## src/rtl/mem_access_controller_if.sv

```systemverilog
// Bus bundle between the load/store requester, mem_access_controller and the external 16-bit memory.
// slave: controller side; master: requester/memory side driving requests and memory responses.
interface mem_access_controller_if;
  logic        RD_REQ;
  logic        WR_REQ;
  logic [15:0] ADDR;
  logic [15:0] WDATA;
  logic        BUSY;
  logic        DONE;
  logic [15:0] RDATA;
  logic        FAULT;
  logic [15:0] MEM_ADDR;
  logic [15:0] MEM_DOUT;
  logic [15:0] MEM_DIN;
  logic        MEM_RDN;
  logic        MEM_WRN;
  logic        MEM_READY;

  modport slave (
    input  RD_REQ, WR_REQ, ADDR, WDATA, MEM_DIN, MEM_READY,
    output BUSY, DONE, RDATA, FAULT, MEM_ADDR, MEM_DOUT, MEM_RDN, MEM_WRN
  );

  modport master (
    output RD_REQ, WR_REQ, ADDR, WDATA, MEM_DIN, MEM_READY,
    input  BUSY, DONE, RDATA, FAULT, MEM_ADDR, MEM_DOUT, MEM_RDN, MEM_WRN
  );
endinterface

```

## src/rtl/mem_access_controller.sv

```systemverilog
// External memory bus-cycle engine: IDLE -> SETUP -> STROBE -> HOLD with wait states and READY stretching.
// Optional ALIGN_CHECK_EN macro rejects odd-address requests with a one-cycle FAULT pulse.
module mem_access_controller #(
  parameter int unsigned WAIT_STATES = 1
) (
  input  logic                  CLK,
  input  logic                  RESETN,
  mem_access_controller_if.slave bus
);

  typedef enum logic [1:0] {
    IDLE   = 2'd0,
    SETUP  = 2'd1,
    STROBE = 2'd2,
    HOLD   = 2'd3
  } state_t;

  localparam logic [3:0] WAIT_LIMIT = 4'(WAIT_STATES);

  state_t      state_reg;
  logic [3:0]  wait_cnt_reg;
  logic        is_read_reg;
  logic        busy_reg;
  logic        done_reg;
  logic        fault_reg;
  logic [15:0] rdata_reg;
  logic [15:0] mem_addr_reg;
  logic [15:0] mem_dout_reg;
  logic        mem_rdn_reg;
  logic        mem_wrn_reg;

  logic req_any;
  logic align_ok;
  logic strobe_exit;

  assign req_any = bus.RD_REQ | bus.WR_REQ;

`ifdef ALIGN_CHECK_EN
  assign align_ok = ~bus.ADDR[0];
`else
  assign align_ok = 1'b1;
`endif

  // Once READY stretching pushes the counter past the minimum, any later READY ends the strobe.
  assign strobe_exit = (wait_cnt_reg >= WAIT_LIMIT) && bus.MEM_READY;

  always_ff @(posedge CLK or negedge RESETN) begin
    if (!RESETN) begin
      state_reg    <= IDLE;
      wait_cnt_reg <= 4'd0;
      is_read_reg  <= 1'b0;
      busy_reg     <= 1'b0;
      done_reg     <= 1'b0;
      fault_reg    <= 1'b0;
      rdata_reg    <= 16'h0000;
      mem_addr_reg <= 16'h0000;
      mem_dout_reg <= 16'h0000;
      mem_rdn_reg  <= 1'b1;
      mem_wrn_reg  <= 1'b1;
    end else begin
      done_reg  <= 1'b0;
      fault_reg <= 1'b0;
      case (state_reg)
        IDLE: begin
          if (req_any) begin
            if (!align_ok) begin
              fault_reg <= 1'b1;
            end else begin
              state_reg    <= SETUP;
              busy_reg     <= 1'b1;
              mem_addr_reg <= bus.ADDR;
              mem_dout_reg <= bus.WDATA;
              is_read_reg  <= bus.RD_REQ;
            end
          end
        end
        SETUP: begin
          state_reg    <= STROBE;
          wait_cnt_reg <= 4'd0;
          if (is_read_reg) begin
            mem_rdn_reg <= 1'b0;
          end else begin
            mem_wrn_reg <= 1'b0;
          end
        end
        STROBE: begin
          if (strobe_exit) begin
            state_reg   <= HOLD;
            mem_rdn_reg <= 1'b1;
            mem_wrn_reg <= 1'b1;
            done_reg    <= 1'b1;
            if (is_read_reg) begin
              rdata_reg <= bus.MEM_DIN;
            end
          end else if (wait_cnt_reg != 4'd15) begin
            wait_cnt_reg <= wait_cnt_reg + 4'd1;
          end
        end
        HOLD: begin
          state_reg <= IDLE;
          busy_reg  <= 1'b0;
        end
        default: begin
          state_reg   <= IDLE;
          busy_reg    <= 1'b0;
          mem_rdn_reg <= 1'b1;
          mem_wrn_reg <= 1'b1;
        end
      endcase
    end
  end

  assign bus.BUSY     = busy_reg;
  assign bus.DONE     = done_reg;
  assign bus.FAULT    = fault_reg;
  assign bus.RDATA    = rdata_reg;
  assign bus.MEM_ADDR = mem_addr_reg;
  assign bus.MEM_DOUT = mem_dout_reg;
  assign bus.MEM_RDN  = mem_rdn_reg;
  assign bus.MEM_WRN  = mem_wrn_reg;

endmodule

```

## src/flat_wrapper.sv

```systemverilog
// flat-port wrapper written by rule: the top's interface ports become plain ports
module mem_access_controller_flat 
#(
  parameter int unsigned WAIT_STATES = 1
)
  (CLK, RESETN, bus_RD_REQ, bus_WR_REQ, bus_ADDR, bus_WDATA, bus_MEM_DIN, bus_MEM_READY, bus_BUSY, bus_DONE, bus_RDATA, bus_FAULT, bus_MEM_ADDR, bus_MEM_DOUT, bus_MEM_RDN, bus_MEM_WRN);
  mem_access_controller_if bus_i ();
  input  logic CLK;
  input  logic RESETN;
  input wire logic [$bits(bus_i.RD_REQ)-1:0] bus_RD_REQ;
  input wire logic [$bits(bus_i.WR_REQ)-1:0] bus_WR_REQ;
  input wire logic [$bits(bus_i.ADDR)-1:0] bus_ADDR;
  input wire logic [$bits(bus_i.WDATA)-1:0] bus_WDATA;
  input wire logic [$bits(bus_i.MEM_DIN)-1:0] bus_MEM_DIN;
  input wire logic [$bits(bus_i.MEM_READY)-1:0] bus_MEM_READY;
  output wire logic [$bits(bus_i.BUSY)-1:0] bus_BUSY;
  output wire logic [$bits(bus_i.DONE)-1:0] bus_DONE;
  output wire logic [$bits(bus_i.RDATA)-1:0] bus_RDATA;
  output wire logic [$bits(bus_i.FAULT)-1:0] bus_FAULT;
  output wire logic [$bits(bus_i.MEM_ADDR)-1:0] bus_MEM_ADDR;
  output wire logic [$bits(bus_i.MEM_DOUT)-1:0] bus_MEM_DOUT;
  output wire logic [$bits(bus_i.MEM_RDN)-1:0] bus_MEM_RDN;
  output wire logic [$bits(bus_i.MEM_WRN)-1:0] bus_MEM_WRN;
  assign bus_i.RD_REQ = bus_RD_REQ;
  assign bus_i.WR_REQ = bus_WR_REQ;
  assign bus_i.ADDR = bus_ADDR;
  assign bus_i.WDATA = bus_WDATA;
  assign bus_i.MEM_DIN = bus_MEM_DIN;
  assign bus_i.MEM_READY = bus_MEM_READY;
  assign bus_BUSY = bus_i.BUSY;
  assign bus_DONE = bus_i.DONE;
  assign bus_RDATA = bus_i.RDATA;
  assign bus_FAULT = bus_i.FAULT;
  assign bus_MEM_ADDR = bus_i.MEM_ADDR;
  assign bus_MEM_DOUT = bus_i.MEM_DOUT;
  assign bus_MEM_RDN = bus_i.MEM_RDN;
  assign bus_MEM_WRN = bus_i.MEM_WRN;
  mem_access_controller #(.WAIT_STATES(WAIT_STATES)) u_core (.CLK(CLK), .RESETN(RESETN), .bus(bus_i));
endmodule
```

## config.mk

```make
export PLATFORM = sky130hd
export DESIGN_NAME = mem_access_controller_flat
export DESIGN_NICKNAME = d
export VERILOG_FILES = /design/src/rtl/mem_access_controller_if.sv /design/src/rtl/mem_access_controller.sv /design/src/flat_wrapper.sv
export SDC_FILE = /design/constraint.sdc
export NUM_CORES = 1
export LEC_CHECK = 0
export ABC_AREA = 1
export ABC_CLOCK_PERIOD_IN_PS = 3300
export CAP_MARGIN = 20
export CORE_MARGIN = 2
export CORE_UTILIZATION = 35
export DETAILED_ROUTE_END_ITERATION = 6
export MAX_ROUTING_LAYER = met4
export PLACE_DENSITY = 0.67
export SLEW_MARGIN = 20
export SYNTH_ARGS = -nofsm -noshare
export SYNTH_HDL_FRONTEND = slang
export SYNTH_SLANG_ARGS = --single-unit
```

## constraint.sdc

```tcl
create_clock -name CLK -period 3.3 [get_ports CLK]
set_input_delay 0.495 -clock CLK [delete_from_list [all_inputs] [get_ports CLK]]
set_output_delay 0.495 -clock CLK [all_outputs]
set_load 0.01 [all_outputs]
```

==> impl_metrics.toml, run 1 <==
[setup_path]
critPathRequiredTime_ns = 3.57
cp-end-kind = "register"
arrival_ns = 2.23
cp-start-kind = "register"
path_max_fanout = 14
critical_path_class = "register to register"

[timing]
tightestPinTransition_ns = 0.961
min_period_over_period_pct = 59.1
slew_violations = 0
finClkSkew_ns = 0.00597
rsz0062_at_grt = "no"
hold_slack_ns = 0.306
final_hold_viol_count = 0
setup_violations = 0
slew_headroom_pct = 36.0
max_freq_mhz = 513
finalCriticalPeriod_ns = 1.95
fin_tns_setup_ns = 0

[clock_tree]
cts_root_buf = "clkbuf_8"
numCtsBuffers = 9
cts.sinks = 59
clk_latency_ns = 0.34
cts_setup_buffers = 0
ctsResizeCount = 0
clk_pin_slew_ns = 0.06
cts_hold_buf = 0
clock_path_buffers = 2
cts_tree = "yes"
htree_levels = 3

[placement]
routabilityCongestion = 0.745
portBuffers = 104
dpl.hpwl_mm = 4.38
placed_area_sq_mm = 0.00367

[die]
die_h_um = 90.1
initial_core_util_pct = 36.0
die_w_um = 90.1
die_area_sq_mm = 0.00812
core_area_sq_mm = 0.00721
floorplan.io_pins = 106
rows = 31

[power_and_ir_drop]
p_leak_nw = 1.92
internal_power_mw = 2.31
switching_share_pct = 37.0
p_clk_share_pct = 18.2
power_density_mw_per_mm2 = 948
ir_worst_vdd_mv = 0.396
combPwrFrac_pct = 45.8
p_switching_mw = 1.36
p_seq_share_pct = 36.0

[global_routing]
grt_usage_pct = 16.3
grt_pass1_vias = 2170
globalRoute.totalOverflow = 0
antenna_found_initial = 0
grt_pass1_wl_mm = 10.3
grt_max_degree = 44

[routing]
vias = 2259
vias_per_cell = 4.54
route.detailed.drc = 0
finalWirelength_mm = 6.20
ant_nets = 0
wire_per_inst_um = 12.5
dr.pass1.iters = 4
drt_iter0_drc = 115

[yosys]
avgSynthCellArea_sq_um = 8.86
ys_types = 26
yosysSeqAreaShare_pct = 57.0
yosysWarningCount = 0
syn_area_sq_mm = 0.00259
syn-num-nets = 353
synth_cells = 293
ys_ff_latch = 59

[cells_and_area]
layout_common_cells = "nand2_1 (153), clkdlybuf4s50_1 (103), dfrtp_1 (57), nand4_1 (19)"
fillers = 693
diodes = 0
syn_to_final_growth_pct = 49.0
stdcell_area_sq_mm = 0.00387
mostFrequentLayoutCell = "nand2_1"
nNetsFinal = 456
drive_above_1_share_pct = 7.52

[flow_run]
maxCapViolations = 0

[hold_path]
hold_class = "primary input to asynchronous set/reset pin"

[run_status]
outcome = "complete, no violations"
==> worst max-delay path: stages (launching register included) <==
cell     delay [ns]
dfrtp_1        0.40
inv_1          0.11
ha_1           0.49
buf_4          0.30
nand3_1        0.11
o21a_1         0.23
nand2_2        0.12
nand2_1        0.06
nand2_1        0.06
==> stage by stage <==
stage	total power [mW]	util (%)	worst slack, ns	cells
2_1_floorplan	2.18	-	1.91	293
3_3_place_gp	2.98	50.8	1.19	484
3_5_place_dp	3.02	50.8	1.16	484
4_1_cts	3.71	53.6	1.36	498
5_1_grt	3.94	53.6	1.19	498
6_report	3.67	53.6	1.35	498
==> metal layers <==
metal | wire, um | part of all wire, % | track usage, % | vias to the layer above
met4 | 80 | 1.3 | 5.77 | 0
met2 | 2800 | 45 | 23.8 | 81
met3 | 425 | 6.9 | 5.78 | 9
met5 | 0 | 0 | - | -
met1 | 2890 | 47 | 21.1 | 1045
li1 | - | - | - | 1124
==> final cells by class <==
class                           count  area [sq um]  share of cell area (%)
Clock buffer                       12           165                    4.27
Clock inverter                      2          35.0                   0.906
Inverter                           15          58.8                    1.52
Multi-Input combinational cell    204           947                    24.5
Sequential cell                    59          1480                    38.2
Tap cell                           99           124                    3.20
Timing Repair Buffer              107          1060                    27.4
==> Yosys cell counts <==
cell | instances | share of area (%)
nand2_1 | 153 | 22
dfrtp_1 | 57 | 55
nand4_1 | 19 | 4.6
inv_1 | 12 | 1.7
buf_2 | 8 | 1.5
ha_1 | 7 | 3.4
nand3_1 | 7 | 1.3
nor2_1 | 4 | 0.58
clkbuf_1 | 3 | 0.43
o21ai_0 | 3 | 0.58
buf_12 | 2 | 1.5
dfstp_2 | 2 | 2.0
inv_2 | 2 | 0.29
nand2_2 | 2 | 0.48
a21oi_1 | 1 | 0.19
a21oi_4 | 1 | 0.63
buf_4 | 1 | 0.29
buf_6 | 1 | 0.43
conb_1 | 1 | 0.14
inv_4 | 1 | 0.24
nand2_4 | 1 | 0.43
nand3_4 | 1 | 0.68
nand4_2 | 1 | 0.48
nor2_2 | 1 | 0.24
o21a_1 | 1 | 0.29
xor2_1 | 1 | 0.34
==> logic make-up (layout without fill, tap and decap cells) <==
group,after synthesis,in the layout,synth area share (%)
buf+inv,30,136,6.51
fa+ha+maj,7,7,3.37
xor+xnor,1,1,0.338
other cells,1,1,0.145
flops,59,59,57.0
compound gates,6,6,1.69
simple gates,189,189,31.0
==> path summary, 6_finish.rpt <==
check | startpoint | to | slack, ns | cells after the start
worst max-delay path | u_core.state_reg[0]$_DFFE_PN0P_ | u_core.wait_cnt_reg[0]$_DFFE_PN0P_ | 1.35 | 8
max in group asynchronous | RESETN | u_core.bus.RDATA[12]$_DFFE_PN0P_ | 2.20 | 2
worst min register to register | u_core.bus.MEM_RDN$_DFFE_PN1P_ | u_core.bus.MEM_RDN$_DFFE_PN1P_ | 0.46 | 2
worst min-delay path | RESETN | u_core.bus.RDATA[7]$_DFFE_PN0P_ | 0.31 | 1
worst max register to register | u_core.state_reg[0]$_DFFE_PN0P_ | u_core.wait_cnt_reg[0]$_DFFE_PN0P_ | 1.35 | 8
min in group CLK | u_core.bus.MEM_RDN$_DFFE_PN1P_ | u_core.bus.MEM_RDN$_DFFE_PN1P_ | 0.46 | 2
==> power groups by stage <==
stage | sequential (mW) | combinational [mW] | clock (mW)
after floorplan | 1.41 | 0.770 | 0
after global placement | 1.32 | 1.66 | 0
after detailed placement | 1.32 | 1.70 | 0
after CTS | 1.32 | 1.71 | 0.687
after global routing | 1.36 | 1.86 | 0.716
final | 1.32 | 1.68 | 0.667
Power figures use the tool's default switching activity.
==> run 2, diff against run 1 <==
Settings changed: ABC_CLOCK_PERIOD_IN_PS 3300 to 1750, PLACE_DENSITY 0.67 to 0.7.
Clock period 3.3 ns to 1.75 ns, I/O delays scaled along.
==> run 2 against run 1 <==
First-iteration DRC count is 5.2% higher. Final area is 0.94% higher. Clock skew is 0.0026 ns higher. Critical path depth is 7 lower. Largest cell class unchanged. Largest power group unchanged.
==> impl_metrics.toml, run 2 (same netlist as run 1, synthesis figures left out) <==
[run_status]
outcome = "complete, no violations"

[clock_tree]
numCtsBuffers = 9
clk_pin_slew_ns = 0.07
clk_latency_ns = 0.33
cts.sinks = 59
cts_root_buf = "clkbuf_8"
htree_levels = 3
cts_setup_buffers = 0
clock_path_buffers = 2
cts_tree = "yes"

[setup_path]
path_delay_family = "buffers and inverters"
critical_path_class = "register to output port"
path_max_fanout = 2
cp-startpoint = "u_core.bus.MEM_RDN$_DFFE_PN1P_"
cp-end-kind = "output port"
path_buf_inv = 1
r2r_start = "u_core.wait_cnt_reg[0]$_DFFE_PN0P_"
arrival_ns = 1.40
max_stage_delay_ns = 0.55
crit_slowest_cell = "clkdlybuf4s50_1"
cp-start-kind = "register"
cp_cell_sequence = "clkdlybuf4s50_1"
critPathRequiredTime_ns = 1.49

[global_routing]
grt_pass1_wl_mm = 10.4
globalRoute.totalOverflow = 0
antenna_found_initial = 0
grt_max_degree = 36
grt_usage_pct = 16.4
grt_pass1_vias = 2240

[die]
initial_core_util_pct = 36.0
die_area_sq_mm = 0.00812
floorplan.io_pins = 106
die_w_um = 90.1
core_area_sq_mm = 0.00721
die_h_um = 90.1
rows = 31

[routing]
dr.pass1.iters = 4
vias = 2293
route.detailed.drc = 0
ant_nets = 0
vias_per_cell = 4.54
finalWirelength_mm = 6.27
wire_per_inst_um = 12.4
drt_iter0_drc = 121

[timing]
slew_violations = 0
slew_headroom_pct = 65.0
final_hold_viol_count = 0
finClkSkew_ns = 0.00853
finalCriticalPeriod_ns = 1.66
tightestPinTransition_ns = 0.524
setup_violations = 0
max_freq_mhz = 602
min_period_over_period_pct = 95.0
rsz0062_at_grt = "no"
fin_tns_setup_ns = 0

[cells_and_area]
mostFrequentLayoutCell = "nand2_1"
syn_to_final_growth_pct = 50.4
drive_above_1_share_pct = 7.88
regArea_sq_mm = 0.00148
nNetsFinal = 461
diodes = 0
fillers = 680
stdcell_area_sq_mm = 0.00390
layout_common_cells = "nand2_1 (153), clkdlybuf4s50_1 (103), dfrtp_1 (57), nand4_1 (19), inv_1 (12)"
multiInputGateArea_sq_um = 965

[flow_run]
maxCapViolations = 0

[power_and_ir_drop]
power_density_mw_per_mm2 = 1750
p_leak_nw = 1.92
ir_worst_vdd_mv = 0.644
p_total_mw = 6.83

[placement]
routabilityCongestion = 0.841
placed_area_sq_mm = 0.00370
dpl.hpwl_mm = 4.46
portBuffers = 104

[hold_path]
hold_class = "primary input to asynchronous set/reset pin"
[run 2: cell count changes in the layout (fill, tap and decap cells not counted), sizes merged]
| cell | previous run | this run |
|---|---|---|
| buf | 4 | 7 |
| bufinv | 1 | 0 |
| clkbuf | 12 | 15 |
| clkinv | 1 | 0 |
| clkinvlp | 0 | 1 |
| dlygate4sd3 | 0 | 1 |
| nand3 | 8 | 9 |
[run 2: worst paths after layout]
path,end,slack [ns],cells past startpoint
worst min-delay path,u_core.bus.RDATA[2]$_DFFE_PN0P_,0.44,2
min in group CLK,u_core.bus.MEM_WRN$_DFFE_PN1P_,0.46,2
worst min register to register,u_core.bus.MEM_WRN$_DFFE_PN1P_,0.46,2
worst max register to register,u_core.bus.RDATA[2]$_DFFE_PN0P_,0.18,10
max in group asynchronous,u_core.bus.MEM_DOUT[5]$_DFFE_PN0P_,0.64,3
worst max-delay path,bus_MEM_RDN,0.09,1
[run 2: worst reg2reg max path, delay by kind of cell, from the launching register on]
| kind | cells | cell delay, ns |
|---|---|---|
| DFF | 1 | 0.42 |
| buffers and inverters | 3 | 0.35 |
| adders and majority gates | 1 | 0.20 |
| and+or+nand+nor | 6 | 0.49 |
[run 2: per-stage QoR]
step	setup WS [ns]	utilization, %	hold slack, ns	instances
finish	0.0880	54.1	0.441	505
floorplan	0.360	-	-0.0331	293
global route	0.0175	54.1	0.459	505
global placement	0.166	51.3	0.268	487
CTS	0.0597	53.9	0.442	504
detailed placement	0.129	51.3	0.267	487
[run 2: cell type report]
cell class,count,area share [%]
clock buffer,15,4.26
clock inverter,1,0.192
inverter,15,1.51
multi-input combinational,205,24.7
sequential,59,37.9
tap,99,3.17
timing repair buffer,111,28.3
[run 2: timing repair]
item	4_1_cts	5_1_grt
setup endpoints to repair	0	16
hold endpoints to repair	20	0
gates resized for setup	0	1
hold buffers	1	0
[run 2: per-layer routing]
| layer | track usage, % | vias to the layer above | routed length (um) |
|---|---|---|---|
| met5 | - | - | 0 |
| met4 | 5.51 | 0 | 56 |
| met3 | 5.95 | 5 | 469 |
| met2 | 25.8 | 90 | 3050 |
| met1 | 19.5 | 1059 | 2700 |
| li1 | - | 1139 | - |
[run 2: power by group]
| part | total [mW] | leakage [nW] | switching [mW] | internal, mW |
|---|---|---|---|---|
| sequential | 2.45 | 0.736 | 0.417 | 2.03 |
| clock | 1.09 | 0.0840 | 0.500 | 0.594 |
| combinational | 3.29 | 1.10 | 1.66 | 1.63 |
==> run 3, diff against run 2 <==
Settings changed: MAX_ROUTING_LAYER met4 to unset.
==> run 3 against run 2 <==
Critical path depth stayed put. Utilization stayed put. Count of clock-buffer cells in the layout stayed put. Non-clock buffer count stayed put.
==> impl_metrics.toml, run 3 (same netlist as run 1, synthesis figures left out) <==
[flow_run]
maxCapViolations = 0

[placement]
routabilityCongestion = 0.828
dpl.hpwl_mm = 4.46
dp_slack_ns = 0.129
portBuffers = 104

[setup_path]
crit_slowest_cell = "clkdlybuf4s50_1"
path_delay_family = "buffers and inverters"
cp-end-kind = "output port"
cp_cell_sequence = "clkdlybuf4s50_1"
path_max_fanout = 2
path_buf_inv = 1
arrival_ns = 1.41
r2r_cells = 10
critPathRequiredTime_ns = 1.49
r2r_start = "u_core.wait_cnt_reg[0]$_DFFE_PN0P_"
critical_path_class = "register to output port"
cp-startpoint = "u_core.bus.MEM_RDN$_DFFE_PN1P_"
max_stage_delay_ns = 0.55
cp-start-kind = "register"
crit_cells = 1

[global_routing]
grt_usage_pct = 15.9
use_met2_pct = 25.8
grt_pass1_wl_mm = 10.4
grtUsageMet3_pct = 6.20
use_met1_pct = 19.4
antenna_found_initial = 0
grt_pass1_vias = 2244
grt-busiest-layer = "met2"
grt_max_degree = 36
globalRoute.totalOverflow = 0

[die]
die_area_sq_mm = 0.00812
die_w_um = 90.1
rows = 31
initial_core_util_pct = 36.0
die_h_um = 90.1
floorplan.io_pins = 106
core_area_sq_mm = 0.00721

[power_and_ir_drop]
power_density_mw_per_mm2 = 1750
p_leak_nw = 1.92
ir_worst_vdd_mv = 0.644
p_seq_share_pct = 35.8
switching_share_pct = 37.8
p_clk_share_pct = 16.1
combPwrFrac_pct = 48.1
p_switching_mw = 2.59
p_total_mw = 6.84
internal_power_mw = 4.25

[cells_and_area]
diodes = 0
mostFrequentLayoutCell = "nand2_1"
drive_above_1_share_pct = 7.88
nNetsFinal = 461
fin_util_pct = 54.1
fillers = 680
layout_common_cells = "nand2_1 (153), clkdlybuf4s50_1 (103), dfrtp_1 (57), nand4_1 (19), inv_1 (12)"
syn_to_final_growth_pct = 50.4

[timing]
finClkSkew_ns = 0.00780
final_hold_viol_count = 0
max_freq_mhz = 600
setup_violations = 0
slew_headroom_pct = 65.0
worst_slack_ns = 0.0823
rsz0062_at_grt = "no"
min_period_over_period_pct = 95.3
finalCriticalPeriod_ns = 1.67
tightestPinTransition_ns = 0.524
slew_violations = 0
fin_tns_setup_ns = 0

[clock_tree]
numCtsBuffers = 9
clk_latency_ns = 0.33
htree_levels = 3
clock_path_buffers = 2
clk_pin_slew_ns = 0.07
cts.sinks = 59
cts_setup_buffers = 0
cts_root_buf = "clkbuf_8"
cts_tree = "yes"

[routing]
drt_iter0_drc = 126
wire_per_inst_um = 12.5
finalWirelength_mm = 6.29
ant_nets = 0
dr.pass1.iters = 4
vias = 2301
route.detailed.drc = 0
vias_per_cell = 4.56

[hold_path]
hold_class = "primary input to asynchronous set/reset pin"

[run_status]
outcome = "complete, no violations"
[run 3: cell counts in the layout (fill, tap and decap cells not counted)]
Identical to the previous run, type by type.
[run 3: power groups by stage]
stage	clock, mW	sequential (mW)	combinational (mW)
6_report	1.10	2.45	3.29
2_1_floorplan	0	2.67	1.45
4_1_cts	1.14	2.45	3.31
5_1_grt	1.19	2.54	3.64
3_5_place_dp	0	2.45	3.30
3_3_place_gp	0	2.45	3.23
[run 3: what timing repair did]
item                                    CTS  global route
hold endpoints to repair                 20             0
gates resized for setup                   0             1
hold buffers                              1             0
endpoints found under the setup margin    0            16
[run 3: path summary, 6_finish.rpt]
check | slack [ns] | to
max in group asynchronous | 0.65 | u_core.bus.MEM_DOUT[5]$_DFFE_PN0P_
min | 0.44 | u_core.bus.RDATA[2]$_DFFE_PN0P_
max | 0.08 | bus_MEM_RDN
max reg2reg | 0.18 | u_core.bus.RDATA[2]$_DFFE_PN0P_
min reg2reg | 0.46 | u_core.bus.MEM_WRN$_DFFE_PN1P_
min in group CLK | 0.46 | u_core.bus.MEM_WRN$_DFFE_PN1P_
[run 3: final cells by class]
type,instances,area [sq um],area share [%]
flip-flops and latches,59,1480,37.9
repair buffers,111,1100,28.3
multi-input cells,205,965,24.7
clock buffers,15,166,4.26
well taps,99,124,3.17
inverters,15,58.8,1.51
clock inverters,1,7.51,0.192
[run 3: through the flow]
stage	hold WS, ns	instance area [sq um]	instances
2_1_floorplan	-0.0331	2590	293
4_1_cts	0.442	3890	504
5_1_grt	0.459	3900	505
3_3_place_gp	0.268	3700	487
3_5_place_dp	0.267	3700	487
6_report	0.436	3900	505
[run 3: per-layer routing]
metal | wire (um) | share of wire [%]
met1 | 2690 | 43
met2 | 3010 | 48
met3 | 503 | 8.0
met4 | 90 | 1.4
met5 | 0 | 0
